===== src/rtl/icache_invalidation_unit_pkg.sv =====
// Shared types and address-split helpers for the I-cache invalidation unit.
// Invalidation addresses are 30-bit word addresses laid out as {tag, index, offset}.
package icache_invalidation_unit_pkg;

  localparam int ADDR_W = 30;

  // Controller states: single-line invalidation (RD -> CMP -> WR) or full-cache walk (FLUSH).
  typedef enum logic [2:0] {
    ST_IDLE  = 3'd0,
    ST_RD    = 3'd1,
    ST_CMP   = 3'd2,
    ST_WR    = 3'd3,
    ST_FLUSH = 3'd4
  } inv_state_e;

  // Tag width left over once index and word-offset bits are removed from the address.
  function automatic int tag_width(input int index_w, input int offset_w);
    return ADDR_W - index_w - offset_w;
  endfunction

  // Bit position of the least-significant index bit.
  function automatic int index_lsb(input int offset_w);
    return offset_w;
  endfunction

  // Bit position of the least-significant tag bit.
  function automatic int tag_lsb(input int index_w, input int offset_w);
    return index_w + offset_w;
  endfunction

endpackage


===== src/rtl/icache_invalidation_unit_if.sv =====
// Tag-array access port shared between the invalidation unit (master) and the
// arbitrated tag RAM (slave). An access takes place on a cycle with
// tag_req & tag_gnt; read data returns exactly one cycle after a granted read.
interface icache_invalidation_unit_if #(
  parameter int WAYS    = 2,
  parameter int INDEX_W = 6,
  parameter int TAG_W   = 21
);

  logic                  tag_req;
  logic                  tag_we;
  logic [INDEX_W-1:0]    tag_index;
  logic [WAYS-1:0]       tag_way_mask;
  logic                  tag_gnt;
  logic [WAYS-1:0]       tag_rd_valid;
  logic [WAYS*TAG_W-1:0] tag_rd_tag;

  modport master (
    output tag_req,
    output tag_we,
    output tag_index,
    output tag_way_mask,
    input  tag_gnt,
    input  tag_rd_valid,
    input  tag_rd_tag
  );

  modport slave (
    input  tag_req,
    input  tag_we,
    input  tag_index,
    input  tag_way_mask,
    output tag_gnt,
    output tag_rd_valid,
    output tag_rd_tag
  );

endinterface


===== src/rtl/icache_invalidation_unit_inv_tag_match.sv =====
// Parallel tag comparator: one bit per way, set when that way holds a valid
// line whose stored tag equals the tag being invalidated.
module inv_tag_match #(
  parameter int WAYS  = 2,
  parameter int TAG_W = 21
) (
  input  logic [WAYS-1:0]       rd_valid,
  input  logic [WAYS*TAG_W-1:0] rd_tag,
  input  logic [TAG_W-1:0]      cmp_tag,
  output logic [WAYS-1:0]       match
);

  // Compare every way in the same cycle; ways are packed way0 in the low bits.
  always_comb begin
    for (int w = 0; w < WAYS; w++) begin
      match[w] = rd_valid[w] && (rd_tag[w*TAG_W +: TAG_W] == cmp_tag);
    end
  end

endmodule


===== src/rtl/icache_invalidation_unit.sv =====
// I-cache invalidation unit. Pops single-line invalidations from an upstream
// queue (read tags, compare, clear the matching ways) and performs full-cache
// flushes for fence.i by walking every set and clearing all ways. The set
// currently being invalidated is locked against refills.
module icache_invalidation_unit
  import icache_invalidation_unit_pkg::*;
#(
  parameter int  WAYS     = 2,
  parameter int  INDEX_W  = 6,
  parameter int  OFFSET_W = 3,
  localparam int TAG_W    = tag_width(INDEX_W, OFFSET_W)
) (
  input  logic                        clk,
  input  logic                        rst_n,

  // Queued invalidation request
  input  logic                        inv_valid,
  input  logic [ADDR_W-1:0]           inv_addr,
  output logic                        inv_completed,

  // Full-cache flush
  input  logic                        flush_req,
  output logic                        flush_ack,

  // Tag-array port
  icache_invalidation_unit_if.master  tag_port,

  // Fill lock and status
  output logic                        lock_valid,
  output logic [INDEX_W-1:0]          lock_index,
  output logic                        busy
);

  localparam int IDX_LSB = index_lsb(OFFSET_W);
  localparam int TAG_LSB = tag_lsb(INDEX_W, OFFSET_W);

  inv_state_e         state_q, state_d;
  logic [TAG_W-1:0]   cap_tag_q;
  logic [INDEX_W-1:0] cap_index_q;
  logic [WAYS-1:0]    match_q;
  logic [INDEX_W-1:0] flush_cnt_q;

  logic               capture;
  logic               flush_last;
  logic [WAYS-1:0]    match_w;

  logic               tag_req;
  logic               tag_we;
  logic [INDEX_W-1:0] tag_index;
  logic [WAYS-1:0]    tag_way_mask;

  // Word-offset bits select a word within the line and play no part in invalidation.
  logic unused_offset;
  assign unused_offset = ^inv_addr[OFFSET_W-1:0];

  inv_tag_match #(
    .WAYS  (WAYS),
    .TAG_W (TAG_W)
  ) u_match (
    .rd_valid (tag_port.tag_rd_valid),
    .rd_tag   (tag_port.tag_rd_tag),
    .cmp_tag  (cap_tag_q),
    .match    (match_w)
  );

  assign flush_last = (flush_cnt_q == {INDEX_W{1'b1}});

  // Next-state and output decode.
  // NOTE: every output of this block is given a default before the case, so no path leaves it unassigned and no latch is inferred.
  always_comb begin
    state_d       = state_q;
    capture       = 1'b0;
    inv_completed = 1'b0;
    flush_ack     = 1'b0;
    tag_req       = 1'b0;
    tag_we        = 1'b0;
    tag_index     = '0;
    tag_way_mask  = '0;
    lock_valid    = 1'b0;
    lock_index    = '0;

    unique case (state_q)
      ST_IDLE: begin
        // A flush outranks a queued invalidation; the queue entry waits.
        if (flush_req) begin
          state_d = ST_FLUSH;
        end else if (inv_valid) begin
          capture = 1'b1;
          state_d = ST_RD;
        end
      end

      ST_RD: begin
        tag_req    = 1'b1;
        tag_index  = cap_index_q;
        lock_valid = 1'b1;
        lock_index = cap_index_q;
        if (tag_port.tag_gnt) begin
          state_d = ST_CMP;
        end
      end

      ST_CMP: begin
        // Read data is valid this cycle; nothing matching means nothing to clear.
        lock_valid = 1'b1;
        lock_index = cap_index_q;
        if (|match_w) begin
          state_d = ST_WR;
        end else begin
          inv_completed = 1'b1;
          state_d       = ST_IDLE;
        end
      end

      ST_WR: begin
        tag_req      = 1'b1;
        tag_we       = 1'b1;
        tag_index    = cap_index_q;
        tag_way_mask = match_q;
        lock_valid   = 1'b1;
        lock_index   = cap_index_q;
        if (tag_port.tag_gnt) begin
          inv_completed = 1'b1;
          state_d       = ST_IDLE;
        end
      end

      ST_FLUSH: begin
        tag_req      = 1'b1;
        tag_we       = 1'b1;
        tag_index    = flush_cnt_q;
        tag_way_mask = {WAYS{1'b1}};
        if (tag_port.tag_gnt && flush_last) begin
          flush_ack = 1'b1;
          state_d   = ST_IDLE;
        end
      end

      default: state_d = ST_IDLE;
    endcase
  end

  assign busy = (state_q != ST_IDLE);

  assign tag_port.tag_req      = tag_req;
  assign tag_port.tag_we       = tag_we;
  assign tag_port.tag_index    = tag_index;
  assign tag_port.tag_way_mask = tag_way_mask;

  // State register; reset drops any in-flight invalidation without completing it.
  // NOTE: sequential state uses non-blocking assignments so every register samples pre-edge values regardless of block order.
  always_ff @(posedge clk or negedge rst_n) begin
    if (!rst_n) begin
      state_q <= ST_IDLE;
    end else begin
      state_q <= state_d;
    end
  end

  // Capture the tag and index of the accepted queue entry.
  always_ff @(posedge clk or negedge rst_n) begin
    if (!rst_n) begin
      cap_tag_q   <= '0;
      cap_index_q <= '0;
    end else if (capture) begin
      cap_tag_q   <= inv_addr[TAG_LSB +: TAG_W];
      cap_index_q <= inv_addr[IDX_LSB +: INDEX_W];
    end
  end

  // Hold the compare result so the write can wait on arbitration.
  always_ff @(posedge clk or negedge rst_n) begin
    if (!rst_n) begin
      match_q <= '0;
    end else if (state_q == ST_CMP) begin
      match_q <= match_w;
    end
  end

  // Flush walk counter: advances per granted write, returns to 0 after the last set.
  always_ff @(posedge clk or negedge rst_n) begin
    if (!rst_n) begin
      flush_cnt_q <= '0;
    end else if (state_q == ST_FLUSH && tag_port.tag_gnt) begin
      if (flush_last) begin
        flush_cnt_q <= '0;
      end else begin
        flush_cnt_q <= flush_cnt_q + 1'b1;
      end
    end
  end

endmodule


===== src/flat_wrapper.sv =====
// flat-port wrapper written by rule: the top's interface ports become plain ports
module icache_invalidation_unit_flat import icache_invalidation_unit_pkg::*;
#(
  parameter int  WAYS     = 2,
  parameter int  INDEX_W  = 6,
  parameter int  OFFSET_W = 3,
  localparam int TAG_W    = tag_width(INDEX_W, OFFSET_W)
)
  (clk, rst_n, inv_valid, inv_addr, inv_completed, flush_req, flush_ack, lock_valid, lock_index, busy, tag_port_tag_req, tag_port_tag_we, tag_port_tag_index, tag_port_tag_way_mask, tag_port_tag_gnt, tag_port_tag_rd_valid, tag_port_tag_rd_tag);
  icache_invalidation_unit_if #(.WAYS(WAYS), .INDEX_W(INDEX_W), .TAG_W((30 - INDEX_W - OFFSET_W))) tag_port_i ();
  input  logic clk;
  input  logic rst_n;
  input  logic inv_valid;
  input  logic [ADDR_W-1:0] inv_addr;
  output logic inv_completed;
  input  logic flush_req;
  output logic flush_ack;
  output logic lock_valid;
  output logic [INDEX_W-1:0] lock_index;
  output logic busy;
  output wire logic [$bits(tag_port_i.tag_req)-1:0] tag_port_tag_req;
  output wire logic [$bits(tag_port_i.tag_we)-1:0] tag_port_tag_we;
  output wire logic [$bits(tag_port_i.tag_index)-1:0] tag_port_tag_index;
  output wire logic [$bits(tag_port_i.tag_way_mask)-1:0] tag_port_tag_way_mask;
  input wire logic [$bits(tag_port_i.tag_gnt)-1:0] tag_port_tag_gnt;
  input wire logic [$bits(tag_port_i.tag_rd_valid)-1:0] tag_port_tag_rd_valid;
  input wire logic [$bits(tag_port_i.tag_rd_tag)-1:0] tag_port_tag_rd_tag;
  assign tag_port_tag_req = tag_port_i.tag_req;
  assign tag_port_tag_we = tag_port_i.tag_we;
  assign tag_port_tag_index = tag_port_i.tag_index;
  assign tag_port_tag_way_mask = tag_port_i.tag_way_mask;
  assign tag_port_i.tag_gnt = tag_port_tag_gnt;
  assign tag_port_i.tag_rd_valid = tag_port_tag_rd_valid;
  assign tag_port_i.tag_rd_tag = tag_port_tag_rd_tag;
  icache_invalidation_unit #(.WAYS(WAYS), .INDEX_W(INDEX_W), .OFFSET_W(OFFSET_W)) u_core (.clk(clk), .rst_n(rst_n), .inv_valid(inv_valid), .inv_addr(inv_addr), .inv_completed(inv_completed), .flush_req(flush_req), .flush_ack(flush_ack), .tag_port(tag_port_i), .lock_valid(lock_valid), .lock_index(lock_index), .busy(busy));
endmodule

===== config.mk =====
export PLATFORM = sky130hd
export DESIGN_NAME = icache_invalidation_unit_flat
export DESIGN_NICKNAME = d
export VERILOG_FILES = /design/src/rtl/icache_invalidation_unit_pkg.sv /design/src/rtl/icache_invalidation_unit_if.sv /design/src/rtl/icache_invalidation_unit_inv_tag_match.sv /design/src/rtl/icache_invalidation_unit.sv /design/src/flat_wrapper.sv
export SDC_FILE = /design/constraint.sdc
export NUM_CORES = 1
export LEC_CHECK = 0
export CAP_MARGIN = 5
export CORE_MARGIN = 4
export CORE_UTILIZATION = 25
export DETAILED_ROUTE_END_ITERATION = 10
export GPL_ROUTABILITY_DRIVEN = 0
export GPL_TIMING_DRIVEN = 0
export PLACE_DENSITY = 0.56
export SYNTH_ARGS = -nofsm -noshare
export SYNTH_HDL_FRONTEND = slang
export SYNTH_SLANG_ARGS = --single-unit

===== constraint.sdc =====
create_clock -name clk -period 2.8 [get_ports clk]
set_clock_uncertainty 0.2 [all_clocks]
set_input_delay 0.28 -clock clk [delete_from_list [all_inputs] [get_ports clk]]
set_output_delay 0.28 -clock clk [all_outputs]
set_load 0.02 [all_outputs]

==> results.json, run 1 <==
{
  "outcome": "finished, final reports clean",
  "finalPower_mw": 2.43,
  "power.share.combinational_pct": 39.4,
  "crit_slowest_cell": "nor4_2",
  "period_utilisation_layout_pct": 94.6,
  "num-nets-final": 385,
  "vdd.ir_drop.worst_v": 0.000263,
  "worst_skew_pair.late_latency_ns": 0.29,
  "die_y_um": 104,
  "clock-root-buffer": "clkbuf_8",
  "grt_usage_pct": 12.1,
  "tritoncts": "yes",
  "cts_made_buffers": 5,
  "internal_power_mw": 1.64,
  "detail-route-antenna-nets": 0,
  "wire_per_inst_um": 15.7,
  "synthToLayoutAreaGrowth_pct": 53.4,
  "synth_warnings": 0,
  "final_cell_area_sq_mm": 0.00355,
  "fp.dieArea_sq_mm": 0.0109,
  "grt_total_ovfl": 0,
  "vias_in_the_first_global_route": 2033,
  "clock_path_buffers": 2,
  "core_area_sq_mm": 0.00885,
  "seq_area_frac_synth_pct": 41.1,
  "setup_viol": 0,
  "worst-slew-pin-transition_ns": 0.474,
  "antenna_found_initial": 0,
  "fin_hold_ws_ns": 0.272,
  "die_w_um": 104,
  "grt_max_degree": 22,
  "timing.final.hold_violations": 0,
  "clkPwrFrac_pct": 16.6,
  "htree_num_levels": 2,
  "post-route-drc-count": 0,
  "max_cap_viol_count": 0,
  "critical_path.cell_chain": "xnor2_1 -> nand4_1 -> nor4_2 -> a31o_2 -> a311oi_1 -> dlygate4sd2_1",
  "yosys_register_bits": 38,
  "power_density_mw_per_mm2": 685,
  "start_util_pct": 26.1,
  "clock.fmax_mhz": 378,
  "vias_per_cell": 4.52,
  "grt_first_pass_wirelength_mm": 10.4,
  "rsz0062_at_grt": "false",
  "fill_cells": 887,
  "drt_iter0_markers": 52,
  "avgSynthCellArea_sq_um": 11.4,
  "dpl_worst_slack_ns": -0.224,
  "share_seq_of_total_power_pct": 44.0,
  "critical-path-top-delay-family": "simple AND/OR/NAND/NOR gates",
  "critPathMaxFanout": 3,
  "setup_slack_ns": 0.151,
  "unique_masters_post_synth": 35,
  "power.switching_fraction_pct": 32.5,
  "max-slew-margin-rel_pct": 68.4,
  "crit_type": "register to output pin",
  "cp_max_stage_delay_ns": 0.49,
  "number_of_antenna_repair_diodes": 0,
  "worst_ep_arrival_time_ns": 2.17,
  "numClockSinks": 38,
  "mappedNetlistArea_sq_mm": 0.00231,
  "hpwl_after_detailed_placement_mm": 5.36,
  "crit_required_ns": 2.32,
  "placementRows": 34,
  "post_layout_nonfiller_instances": 414,
  "crit_buf_inv": 1,
  "timing.setup.tns_ns": 0,
  "placed_cell_area_sq_mm": 0.00342,
  "startpoint_type_of_the_worst_setup_path": "register",
  "end_kind": "output pin",
  "total_leakage_power_nw": 1.43,
  "hold_path_class": "primary input to asynchronous set/reset pin",
  "synth.net_count": 283,
  "detail_route.wirelength_mm": 6.49,
  "clkSlewWorstSetupHoldPaths_ns": 0.08,
  "postSynthCellCount": 203,
  "portBuffers": 95,
  "route.vias.total": 1870,
  "final_util_pct": 40.1,
  "top_level_pins": 99,
  "report.final.slew_viol_count": 0,
  "min_period_ns": 2.65,
  "total_switching_power_uw": 789,
  "place_inst": 407,
  "final_layout_size_suffix_gt1_share_pct": 16.7,
  "drt-pass1-iter-count": 4
}
worst reg2reg max path, delay by kind of cell (launching register included):
family        cells  cell delay [ns]
flops             1             0.38
simple gates      2             0.65
buf+inv           3             0.47
mux               1             0.30
state kept, by name (all words and copies together), names as in the netlist:
signal / flops
u_core.cap_tag_q: 21
u_core.cap_index_q: 6
u_core.flush_cnt_q: 6
u_core.state_q: 3
u_core.match_q: 2
cells by family after synthesis:
family / after synthesis / share of synthesized area (%)
multiplexers: 28 / 16.9
adder cells (fa/ha/maj): 1 / 0.541
AND/OR/NAND/NOR: 59 / 13.7
flip-flops: 38 / 41.1
buffers and inverters: 11 / 3.84
XOR/XNOR: 44 / 16.7
AO/OA/AOI/OAI: 22 / 7.20
power groups by stage:
stage	combinational, mW	clock [mW]	sequential [mW]
finish	0.958	0.403	1.07
global route	1.04	0.438	1.12
CTS	0.976	0.422	1.08
detailed placement	0.957	0	1.09
global placement	0.937	0	1.08
floorplan	0.676	0	0.998
cell usage after synthesis (all sizes together):
library cell | count | area (sq um)
a311oi | 1 | 8.76
a31o | 1 | 8.76
or2 | 2 | 12.5
clkbuf | 4 | 15.0
mux2 | 28 | 390
a221o | 1 | 10.0
xor2 | 8 | 70.1
xnor2 | 36 | 315
nor4 | 4 | 25.0
ha | 1 | 12.5
dfrtp | 38 | 951
nor3 | 2 | 10.0
or3 | 2 | 17.5
nor2b | 3 | 18.8
a32o | 6 | 60.1
and2 | 6 | 37.5
inv | 2 | 7.51
a21oi | 1 | 5.00
a31oi | 2 | 12.5
a41oi | 1 | 8.76
nor2 | 4 | 15.0
nand2b | 2 | 12.5
nand3 | 7 | 35.0
o31ai | 1 | 7.51
buf | 5 | 66.3
a21o | 2 | 15.0
o21ai | 6 | 30.0
nand4 | 9 | 56.3
and3 | 4 | 25.0
nand2 | 14 | 52.6
what timing repair did:
item	in CTS	in global routing
cloned	0	0
setup endpoints to repair	17	16
hold endpoints to repair	17	0
setup buffers	0	0
hold buffers	1	0
pin swaps	0	0
gates resized for setup	7	2
routing by layer:
layer	GRT usage (%)	vias up	part of all wire [%]
li1	-	923	-
met1	14.8	877	44
met2	20.1	63	48
met3	4.16	7	7.4
met4	3.42	0	1.1
met5	0	-	0
cells in the final DEF, fill, tap and decap left out, drive strengths merged, types with 4 or more instances in the layout:
master	n
clkbuf	8
and2	6
buf	7
nand2	14
nor2	4
o21ai	6
xor2	8
nand3	7
nand4	9
and3	4
mux2	28
nor4	4
xnor2	36
clkdlybuf4s50	93
dfrtp	38
a32o	6
path summary, 6_finish.rpt:
path                                      start                    end  slack, ns  cells past startpoint
hold / removal                            rst_n  u_core.cap_index_q[4]       0.27                      2
setup reg to reg              u_core.state_q[2]   u_core.cap_tag_q[13]       0.69                      6
max in group asynchronous                 rst_n    u_core.cap_tag_q[2]       1.65                      3
min in group clk              u_core.match_q[0]      u_core.match_q[0]       0.29                      2
setup / recovery           u_core.cap_tag_q[13]          inv_completed       0.15                      6
hold reg to reg               u_core.match_q[0]      u_core.match_q[0]       0.29                      2
final cells by class:
cell class	count	area, sq um	share of cell area [%]
clock inverter	2	12.5	0.353
multi-input combinational	154	1300	36.6
tap	108	135	3.81
buffer	7	76.3	2.15
clock buffer	6	82.6	2.33
sequential	38	951	26.8
inverter	2	7.51	0.212
timing repair buffer	97	982	27.7
Power figures use the tool's default switching activity.
==> run 2: changes to the inputs <==
- CORE_MARGIN: 4 -> not set
- CORE_UTILIZATION: 25 -> 43
- PLACE_DENSITY: 0.56 -> not set
- PLACE_DENSITY_LB_ADDON: not set -> 0.2
==> run 2 against run 1 <==
  * First-iteration DRC count rose by 92%
  * Wire length shrank 12%
  * Maximum frequency is 0.58% higher
  * Sequential share of layout area up 0.28 points
  * Sequential cell count unchanged
  * Clock power increased by 45%
  * Die area decreased by 48%
  * Core utilization increased by 28 points
  * Largest power group unchanged
  * Largest cell class unchanged
  * Critical path type is now primary input to output pin
==> results.json, run 2 (synthesis gave the netlist of run 1 again) <==
{
  "outcome": "finished, final reports clean",
  "detail_route.wirelength_mm": 5.69,
  "critical-path-top-delay-family": "buffers and inverters",
  "setup_slack_ns": 0.166,
  "end_kind": "output pin",
  "post_layout_nonfiller_instances": 375,
  "drt_iter0_markers": 100,
  "rsz0062_at_grt": "false",
  "tritoncts": "yes",
  "route.vias.total": 1872,
  "grt_first_pass_wirelength_mm": 8.80,
  "number_of_antenna_repair_diodes": 0,
  "period_utilisation_layout_pct": 94.1,
  "min_period_ns": 2.63,
  "max-slew-margin-rel_pct": 42.9,
  "worstHoldStart": "u_core.match_q[1]",
  "htree_num_levels": 2,
  "hpwl_after_detailed_placement_mm": 4.42,
  "grt_usage_pct": 21.5,
  "clock_path_buffers": 2,
  "core_area_sq_mm": 0.00514,
  "r2r_slack_ns": 0.73,
  "num-nets-final": 384,
  "worst_skew_pair.late_latency_ns": 0.29,
  "start_util_pct": 45.0,
  "portBuffers": 95,
  "startpoint_type_of_the_worst_setup_path": "primary input",
  "cts_made_buffers": 5,
  "drt-pass1-iter-count": 4,
  "vdd.ir_drop.worst_v": 0.000450,
  "crit_slowest_cell": "clkdlybuf4s50_1",
  "worst_ep_arrival_time_ns": 2.15,
  "worst-slew-pin-transition_ns": 0.856,
  "critPathMaxFanout": 3,
  "min_path_cells": 2,
  "min_delay_worst_endpoint": "u_core.match_q[1]",
  "dpl_worst_slack_ns": -0.147,
  "max_cap_viol_count": 0,
  "clkSlewWorstSetupHoldPaths_ns": 0.07,
  "clock-root-buffer": "clkbuf_8",
  "fin_hold_ws_ns": 0.292,
  "crit_required_ns": 2.32,
  "largest_register": "u_core.cap_tag_q",
  "ff2ff_path_depth": 6,
  "die_y_um": 75.3,
  "reg_top3": "u_core.cap_tag_q: 21 flops, u_core.cap_index_q: 6 flops, u_core.flush_cnt_q: 6 flops",
  "hold_path_class": "register to register",
  "endpoint_of_the_worst_slack_reg_to_reg_timing_path": "u_core.cap_tag_q[13]",
  "critical_path.cell_chain": "clkdlybuf4s50_1 -> xor2_1 -> nor4_2 -> and3_1 -> a31o_2 -> a311oi_1 -> dlygate4sd2_1",
  "post-route-drc-count": 0,
  "wire_per_inst_um": 15.2,
  "clock.fmax_mhz": 380,
  "final_layout_size_suffix_gt1_share_pct": 16.4,
  "report.final.slew_viol_count": 0,
  "top_level_pins": 99,
  "timing.final.hold_violations": 0,
  "final_util_pct": 68.4,
  "grt_max_degree": 39,
  "final_common_cell": "clkdlybuf4s50_1",
  "place_inst": 368,
  "synthToLayoutAreaGrowth_pct": 51.9,
  "crit_buf_inv": 2,
  "total_leakage_power_nw": 1.44,
  "fp.dieArea_sq_mm": 0.00567,
  "grt_total_ovfl": 0,
  "placementRows": 26,
  "largest_register_ff_count": 21,
  "power_density_mw_per_mm2": 743,
  "crit_type": "primary input to output pin",
  "vias_in_the_first_global_route": 1833,
  "startpoint_of_the_most_critical_register_to_register_path": "u_core.state_q[2]",
  "vias_per_cell": 4.99,
  "layout_common_cells": "93 x clkdlybuf4s50_1, 37 x dfrtp_1, 36 x xnor2_1, 20 x mux2_4, 14 x nand2_1",
  "cp_max_stage_delay_ns": 0.47,
  "die_w_um": 75.3,
  "antenna_found_initial": 0,
  "numClockSinks": 38,
  "setup_viol": 0,
  "detail-route-antenna-nets": 0
}
[run 2: power by group]
group / switching [mW] / internal (mW)
combinational: 0.317 / 0.644
clock: 0.204 / 0.380
sequential: 0.272 / 0.794
total: 0.793 / 1.82
[run 2: per-stage QoR]
step / setup TNS (ns) / power [mW] / instance area [sq um]
detailed placement: -0.147 / 2.03 / 3350
global route: 0 / 2.77 / 3510
floorplan: 0 / 1.67 / 2310
global placement: -0.113 / 1.99 / 3350
finish: 0 / 2.61 / 3510
CTS: 0 / 2.64 / 3500
[run 2: timing repair]
item / CTS / global route
pin swaps: 0 / 0
endpoints found under the setup margin: 17 / 17
hold buffers: 1 / 0
buffers inserted: 0 / 0
resized for setup: 4 / 3
endpoints found under the hold margin: 38 / 0
[run 2: cell type report]
type	count	area, sq um
buffer	7	75.1
clock buffer	6	82.6
clock inverter	2	60.1
fill	443	1630
inverter	2	7.51
multi-input combinational	154	1290
sequential	38	952
tap	70	87.6
timing repair buffer	96	955
[run 2: worst max path at each step]
stage                                        from  cells after the start  slack, ns                       end
after global placement    tag_port_tag_rd_tag[38]                      7      -0.11             inv_completed
after global routing            u_core.state_q[0]                      5      0.008  tag_port_tag_way_mask[0]
after floorplan              u_core.cap_tag_q[15]                      5       0.69             inv_completed
after detailed placement  tag_port_tag_rd_tag[17]                      6      -0.15             inv_completed
final                     tag_port_tag_rd_tag[38]                      7       0.17             inv_completed
after CTS                       u_core.state_q[0]                      6       0.04             lock_index[4]
[run 2: metal layers]
layer | track usage, % | vias to the layer above | wire length (um)
met2 | 36.4 | 63 | 2900
met3 | 6.35 | 7 | 345
met4 | 5.56 | 0 | 56
li1 | - | 918 | -
met5 | 0 | - | 0
met1 | 26.9 | 884 | 2390
[run 2: worst min-delay path, cell delays in order (launching register included)]
cell and delay, ns:
dfrtp_1 0.35, nand2_1 0.05, o21ai_0 0.06
